$ cat config.mk
export PLATFORM = sky130hd
export DESIGN_NAME = fifo_write_arbiter
export DESIGN_NICKNAME = d
export VERILOG_FILES = /design/src/rtl/fifo_write_arbiter_pkg.sv /design/src/rtl/fifo_write_arbiter_rr_select.sv /design/src/rtl/fifo_write_arbiter.sv
export SDC_FILE = /design/constraint.sdc
export NUM_CORES = 1
export LEC_CHECK = 0
export CAP_MARGIN = 30
export CORE_MARGIN = 2
export CORE_UTILIZATION = 44
export CTS_CLUSTER_DIAMETER = 60
export DETAILED_ROUTE_END_ITERATION = 8
export HOLD_SLACK_MARGIN = 0.12
export PLACE_DENSITY = 0.79
export SLEW_MARGIN = 25
export SYNTH_ARGS = -nofsm -noshare
export SYNTH_HDL_FRONTEND = slang
export SYNTH_HIERARCHICAL = 1
export SYNTH_SLANG_ARGS = --single-unit
$ cat constraint.sdc
create_clock -name clk -period 1.85 [get_ports clk]
set_input_delay 0.37 -clock clk [delete_from_list [all_inputs] [get_ports clk]]
set_output_delay 0.37 -clock clk [all_outputs]
set_load 0.01 [all_outputs]
$ cat src/rtl/fifo_write_arbiter_pkg.sv
// Shared constants and types for the FIFO write arbiter: FSM encodings,
// requester-count limit and the owner index type.
package fifo_write_arbiter_pkg;

  localparam int MAX_NUM_REQ = 4;
  localparam int OWNER_W     = 2;

  typedef logic [OWNER_W-1:0] owner_t;

  localparam logic [1:0] ST_IDLE  = 2'd0;
  localparam logic [1:0] ST_GRANT = 2'd1;
  localparam logic [1:0] ST_FLUSH = 2'd2;

  // Position reached by stepping 'offset' places upward from 'base', wrapping at n.
  function automatic int wrap_index(input int base, input int offset, input int n);
    return (base + offset) % n;
  endfunction

endpackage

$ cat src/rtl/fifo_write_arbiter_rr_select.sv
// Round-robin pick: first set bit of mask searching upward from last+1, wrapping.
module rr_select
  import fifo_write_arbiter_pkg::*;
#(
  parameter int NUM_REQ = 2
) (
  input  logic [NUM_REQ-1:0] mask,
  input  owner_t             last,
  output owner_t             index,
  output logic               any
);

  always_comb begin
    index = '0;
    any   = |mask;
    // Walk from the farthest candidate to the nearest so the nearest match wins.
    for (int k = NUM_REQ; k >= 1; k--) begin
      for (int j = 0; j < NUM_REQ; j++) begin
        if (j == wrap_index(int'(last), k, NUM_REQ) && mask[j]) begin
          index = owner_t'(j);
        end
      end
    end
  end

endmodule

$ cat src/rtl/fifo_write_arbiter.sv
// Shares one FIFO write port among NUM_REQ requesters with message locking,
// round-robin fairness, idle-grant timeout and a flush/clear path.
module fifo_write_arbiter
  import fifo_write_arbiter_pkg::*;
#(
  parameter int NUM_REQ    = 2,
  parameter int DATA_WIDTH = 8,
  parameter int TIMEOUT    = 255
) (
  input  logic                          clk,
  input  logic                          reset_n,
  input  logic [NUM_REQ-1:0]            req_valid,
  input  logic [NUM_REQ*DATA_WIDTH-1:0] req_data,
  input  logic [NUM_REQ-1:0]            req_last,
  output logic [NUM_REQ-1:0]            req_ready,
  input  logic                          flush,
  input  logic                          fifo_full,
  output logic                          fifo_wr_en,
  output logic [DATA_WIDTH-1:0]         fifo_wr_data,
  output logic                          fifo_clear,
  output logic [1:0]                    grant_id,
  output logic                          busy
);

  localparam logic [7:0] TIMEOUT_CNT = 8'(TIMEOUT);
  localparam owner_t     LAST_INIT   = owner_t'(NUM_REQ - 1);

  logic [1:0] state_reg;
  owner_t     owner_reg;
  owner_t     last_owner_reg;
  logic [7:0] idle_cnt_reg;

  owner_t sel_index;
  logic   sel_any;
  logic   owner_valid;
  logic   owner_last;
  logic   write_ok;
  logic   accept;

  rr_select #(
    .NUM_REQ(NUM_REQ)
  ) u_rr_select (
    .mask (req_valid),
    .last (last_owner_reg),
    .index(sel_index),
    .any  (sel_any)
  );

  always_comb begin
    owner_valid  = 1'b0;
    owner_last   = 1'b0;
    fifo_wr_data = '0;
    for (int i = 0; i < NUM_REQ; i++) begin
      if (owner_reg == owner_t'(i)) begin
        owner_valid  = req_valid[i];
        owner_last   = req_last[i];
        fifo_wr_data = req_data[i*DATA_WIDTH +: DATA_WIDTH];
      end
    end
  end

  // Reset and flush both suppress the handshake in the cycle they are seen.
  assign write_ok = reset_n && (state_reg == ST_GRANT) && !flush && !fifo_full;

  always_comb begin
    req_ready = '0;
    for (int i = 0; i < NUM_REQ; i++) begin
      req_ready[i] = write_ok && (owner_reg == owner_t'(i));
    end
  end

  assign fifo_wr_en = write_ok && owner_valid;
  assign accept     = fifo_wr_en;
  assign fifo_clear = reset_n && (state_reg == ST_FLUSH);
  assign busy       = (state_reg == ST_GRANT);
  assign grant_id   = owner_reg;

  always_ff @(posedge clk) begin
    if (!reset_n) begin
      state_reg      <= ST_IDLE;
      owner_reg      <= '0;
      last_owner_reg <= LAST_INIT;
      idle_cnt_reg   <= '0;
    end else begin
      case (state_reg)
        ST_IDLE: begin
          if (flush) begin
            state_reg <= ST_FLUSH;
          end else if (sel_any) begin
            state_reg    <= ST_GRANT;
            owner_reg    <= sel_index;
            idle_cnt_reg <= '0;
          end
        end
        ST_GRANT: begin
          if (flush) begin
            state_reg <= ST_FLUSH;
          end else if (accept) begin
            idle_cnt_reg <= '0;
            if (owner_last) begin
              state_reg      <= ST_IDLE;
              last_owner_reg <= owner_reg;
            end
          end else if (!owner_valid) begin
            // Only true gaps count toward revocation; full-FIFO stalls do not.
            if (idle_cnt_reg + 8'd1 == TIMEOUT_CNT) begin
              state_reg      <= ST_IDLE;
              last_owner_reg <= owner_reg;
              idle_cnt_reg   <= '0;
            end else begin
              idle_cnt_reg <= idle_cnt_reg + 8'd1;
            end
          end
        end
        ST_FLUSH: state_reg <= ST_IDLE;
        default:  state_reg <= ST_IDLE;
      endcase
    end
  end

endmodule
==> flow_summary.toml, run 1 <==
[finish]
fin_util_pct = 71.2
fin_cells = 206
insertedDiodeCount = 0
largest_reg_flops = 8
syn_to_final_growth_pct = 51.9
design_area_mm2 = 0.00157
fin_nets = 205
layout-drive-gt1-share_pct = 21.3

[power_and_ir_drop]
clock_power_share_pct = 26.0
pwr-share-comb_pct = 32.3
finalPower_uw = 706
p_leak_uw = 0.000639
power.density_mw_per_mm2 = 449
peakVddDrop_v = 0.000293
power_switching_share_pct = 30.3
seqPwrFrac_pct = 41.7
power.switching_uw = 214
p_int_uw = 492

[timing]
setup_viol = 0
rsz0062_at_grt = "false"
finalSetupTns_ns = 0
finalHoldViolCount = 0
drv_slew = 0
max_freq_mhz = 570
fin_worst_skew_ns = 0.00425
period_needed_ns = 1.76
period_share_pct = 94.9

[clock_network]
postCtsHoldBufs = 0
cts_max_path_buffers = 2
cts_made_buffers = 3
cts_tree = "done"
clk_latency_ns = 0.28
clkTransAtPathRegs_ns = 0.09
htree_levels = 1
cts_sinks = 13
cts-root-buf = "clkbuf_4"

[detailed_routing]
drtIter0Drc = 17
wl_per_cell_um = 14.2
vias_per_cell = 5.52
drc = 0
ant_nets = 0
firstDrtPassIters = 4
wl_mm = 2.93
vias = 1138

[synth]
yosys_warnings = 6
syn-num-nets = 156
syn_area_per_cell_um2 = 7.97
netlist_area_mm2 = 0.00104
syn_inst = 130

[critical_path]
crit_slowest_cell = "dfxtp_4"
r2r_cells = 6
cp.required_ns = 1.48
worstSetupEndpointType = "primary output"
path_class = "flop to primary output"
cp_max_fo = 14
cp.arrival_ns = 1.39
crit_path_max_incr_delay_ns = 0.39
startpoint_type = "flop"
crit_chain = "buf_8, mux2i_1, nor2_1, dlygate4sd2_1"

[die]
dieArea_mm2 = 0.00276
start_util_pct = 46.8
dieWidth_um = 52.5
core_area_mm2 = 0.00221
rows = 17
die_h_um = 52.5
boundaryPins = 39

[grt]
grt_max_degree = 15
grt_pass1_wl_mm = 4.74
met1_usage_pct = 24.6
grt.total_usage_pct = 23.0
grtUsageMet3_pct = 7.43
gr-usage-met2_pct = 41.7
antenna_found_initial = 0
grt_pass1_vias = 1109
overflow = 0
grt.busiest_layer = "met2"

[status]
run_status = "complete, no violations"

[min_path]
min_delay_path_depth = 2
hp-class = "flop to flop"

[place]
dp_hpwl_mm = 2.23
placed_area_mm2 = 0.00149
io_buffers = 38
placed_cells = 201
gp_congestion = 0.734

[job]
drv_cap = 0
[final timing paths]
path / slack (ns) / start / to
setup reg to reg: 0.21 / idle_cnt_reg[2] / last_owner_reg[0]
hold reg to reg: 0.51 / idle_cnt_reg[0] / idle_cnt_reg[0]
hold / removal: 0.51 / idle_cnt_reg[0] / idle_cnt_reg[0]
setup / recovery: 0.09 / grant_id[0] / fifo_wr_data[6]
[metal layers]
layer | vias up | share of wire [%]
li1 | 560 | -
met1 | 518 | 40
met2 | 54 | 51
met3 | 6 | 6.8
met4 | 0 | 1.9
met5 | - | 0
[critical path: cells and delay by family (launching register included)]
family	cells	cell delay (ns)
muxes	1	0.21
and+or+nand+nor	1	0.05
buffers and inverters	2	0.45
DFF	1	0.39
[through the flow]
step                hold slack, ns  setup slack, ns
floorplan                    0.466            0.257
global placement             0.476           -0.371
detailed placement           0.492           -0.422
CTS                          0.504           0.0107
global route                 0.544           0.0221
finish                       0.514           0.0948
[layout by cell type (no fill, tap or decap), types with 2 or more instances in the layout]
master,n
nand4_1,11
and3_1,2
dlymetal6s2s_1,3
buf_4,12
a31oi_1,4
nand4b_1,2
nand2_1,14
inv_1,3
nand3_1,4
mux2i_1,12
or2_2,3
a21boi_1,3
dfxtp_1,10
xnor2_1,2
o21ai_0,2
a21oi_1,4
buf_2,2
clkbuf_4,3
nor3_4,2
nor2_1,21
dfxtp_2,2
dlygate4sd2_1,11
clkdlybuf4s50_1,21
ha_1,2
[repair_timing]
action	CTS	global route
setup endpoints to repair	22	11
pin swaps	1	2
setup buffers	0	1
resized for setup	34	5
[power by group through the flow]
stage	Clock (uW)	Combinational [uW]	Sequential [uW]
2_1_floorplan	0	102	298
3_3_place_gp	0	215	300
3_5_place_dp	0	223	300
4_1_cts	182	224	294
5_1_grt	201	246	295
6_report	184	228	294
[area by class of cell]
type | instances | area (um^2)
clock inverter | 1 | 5.00
tap | 28 | 35.0
timing repair buffer | 53 | 495
multi-input combinational | 104 | 734
inverter | 4 | 15.0
fill | 189 | 638
clock buffer | 3 | 22.5
sequential | 13 | 267
(Power assumes the default switching activity.)
==> inputs of run 2 (changes only) <==
--- a/config.mk
+++ b/config.mk
@@ -6,6 +6,7 @@
 export NUM_CORES = 1
 export LEC_CHECK = 0
 export CAP_MARGIN = 30
+export CORE_ASPECT_RATIO = 1.4
 export CORE_MARGIN = 2
 export CORE_UTILIZATION = 44
 export CTS_CLUSTER_DIAMETER = 60
==> flow_summary.toml, run 2 (synthesized netlist as in run 1, its figures left out) <==
[finish]
mostFrequentLayoutCells = "21 x nor2_1, 20 x clkdlybuf4s50_1, 14 x nand2_1, 12 x mux2i_1, 12 x dlygate4sd2_1"
largest_reg_flops = 8
fin_nets = 203
final_common_cell = "nor2_1"
layout-drive-gt1-share_pct = 19.9
fin_util_pct = 70.3
syn_to_final_growth_pct = 49.4
insertedDiodeCount = 0

[min_path]
min_delay_path_depth = 2
hp-class = "flop to flop"

[power_and_ir_drop]
p_leak_uw = 0.000621
power.switching_uw = 216
clock_power_share_pct = 26.8
pwr-share-comb_pct = 31.7
peakVddDrop_v = 0.000310
power_switching_share_pct = 30.8
power.density_mw_per_mm2 = 455
p_int_uw = 487
seqPwrFrac_pct = 41.5

[critical_path]
crit_path_max_incr_delay_ns = 0.37
r2r_end = "last_owner_reg[0]"
path_class = "flop to primary output"
endpoint = "fifo_wr_en"
r2r_start = "idle_cnt_reg[0]"
worstSetupEndpointType = "primary output"
startpoint = "grant_id[0]"
r2r_cells = 7
crit_chain = "mux2i_4, nor4b_4, buf_2"
cp.arrival_ns = 1.43
cp_max_fo = 3
crit_slowest_cell = "dfxtp_4"
r2r_slack_ns = 0.17
startpoint_type = "flop"
cp.required_ns = 1.48

[detailed_routing]
firstDrtPassIters = 4
drc = 0
wl_per_cell_um = 14.2
drtIter0Drc = 31
vias = 1142
wl_mm = 2.82
vias_per_cell = 5.77
ant_nets = 0

[grt]
grt_pass1_wl_mm = 4.64
grt_pass1_vias = 1116
antenna_found_initial = 0
grt.total_usage_pct = 22.6
overflow = 0
grt_max_degree = 16

[clock_network]
clk_latency_ns = 0.29
cts_tree = "done"
postCtsHoldBufs = 0
cts_made_buffers = 3
cts_sinks = 13
cts-root-buf = "clkbuf_4"
cts_max_path_buffers = 2
clkTransAtPathRegs_ns = 0.09
post-cts-setup-buffers = 0
htree_levels = 1

[timing]
setup_viol = 0
period_share_pct = 97.3
max_freq_mhz = 555
drv_slew = 0
slew_headroom_pct = 66.7
layout_setup_ws_ns = 0.0493
max_slew.worst_pin.slew_ns = 0.497
fin_worst_skew_ns = 0.00116
rsz0062_at_grt = "true"
finalHoldViolCount = 0
period_needed_ns = 1.80

[die]
start_util_pct = 47.0
dieWidth_um = 45.0
dieArea_mm2 = 0.00276
die_h_um = 61.4
rows = 20
boundaryPins = 39
core_area_mm2 = 0.00220

[place]
dp_hpwl_mm = 2.23
io_buffers = 38
pre_cts_ws_ns = -0.469
gp_congestion = 0.870

[job]
drv_cap = 0

[status]
run_status = "complete, no violations"
[run 2: metrics by stage]
| step | hold slack, ns | TNS (ns) | std cells | total power, uW | instance area (um^2) |
|---|---|---|---|---|---|
| detailed placement | 0.500 | -4.91 | 194 | 521 | 1480 |
| global route | 0.544 | -0.00183 | 198 | 737 | 1550 |
| CTS | 0.514 | -0.0568 | 198 | 700 | 1540 |
| floorplan | 0.466 | 0 | 130 | 400 | 1040 |
| global placement | 0.488 | -4.38 | 194 | 516 | 1480 |
| finish | 0.512 | 0 | 198 | 704 | 1550 |
[run 2: power groups by stage]
stage	logic (uW)	registers, uW	clock network, uW
5_1_grt	241	293	202
2_1_floorplan	102	298	0
6_report	223	292	189
3_3_place_gp	217	298	0
4_1_cts	222	292	186
3_5_place_dp	222	299	0
[run 2: area by class of cell]
type	count	area, um^2
clock buffer	3	22.5
clock inverter	1	5.00
fill	183	654
inverter	4	15.0
multi-input combinational	104	734
sequential	13	265
tap	22	27.5
timing repair buffer	51	478
[run 2: timing repair]
item,CTS,global route
pin swaps,3,1
endpoints found under the setup margin,21,11
gates resized for setup,33,5
[run 2: critical path, delay by kind of cell, from the launching register on]
family,cells,cell delay (ns)
DFF,1,0.37
and+or+nand+nor,1,0.36
muxes,1,0.20
buffers and inverters,1,0.20
[run 2: how the worst min path moves through the flow]
stage | start | end | slack (ns)
2_1_floorplan | idle_cnt_reg[3] | idle_cnt_reg[3] | 0.47
3_3_place_gp | idle_cnt_reg[0] | idle_cnt_reg[0] | 0.49
3_5_place_dp | idle_cnt_reg[3] | idle_cnt_reg[3] | 0.50
4_1_cts | idle_cnt_reg[3] | idle_cnt_reg[3] | 0.51
5_1_grt | idle_cnt_reg[0] | idle_cnt_reg[0] | 0.54
6_report | idle_cnt_reg[3] | idle_cnt_reg[3] | 0.51
[run 2: layer usage]
| layer | vias to the layer above | global-route usage, % | share of wire [%] |
|---|---|---|---|
| li1 | 558 | - | - |
| met1 | 517 | 24.0 | 36 |
| met2 | 61 | 41.4 | 55 |
| met3 | 6 | 4.69 | 7.3 |
| met4 | 0 | 10.9 | 1.6 |
| met5 | - | 0 | 0 |
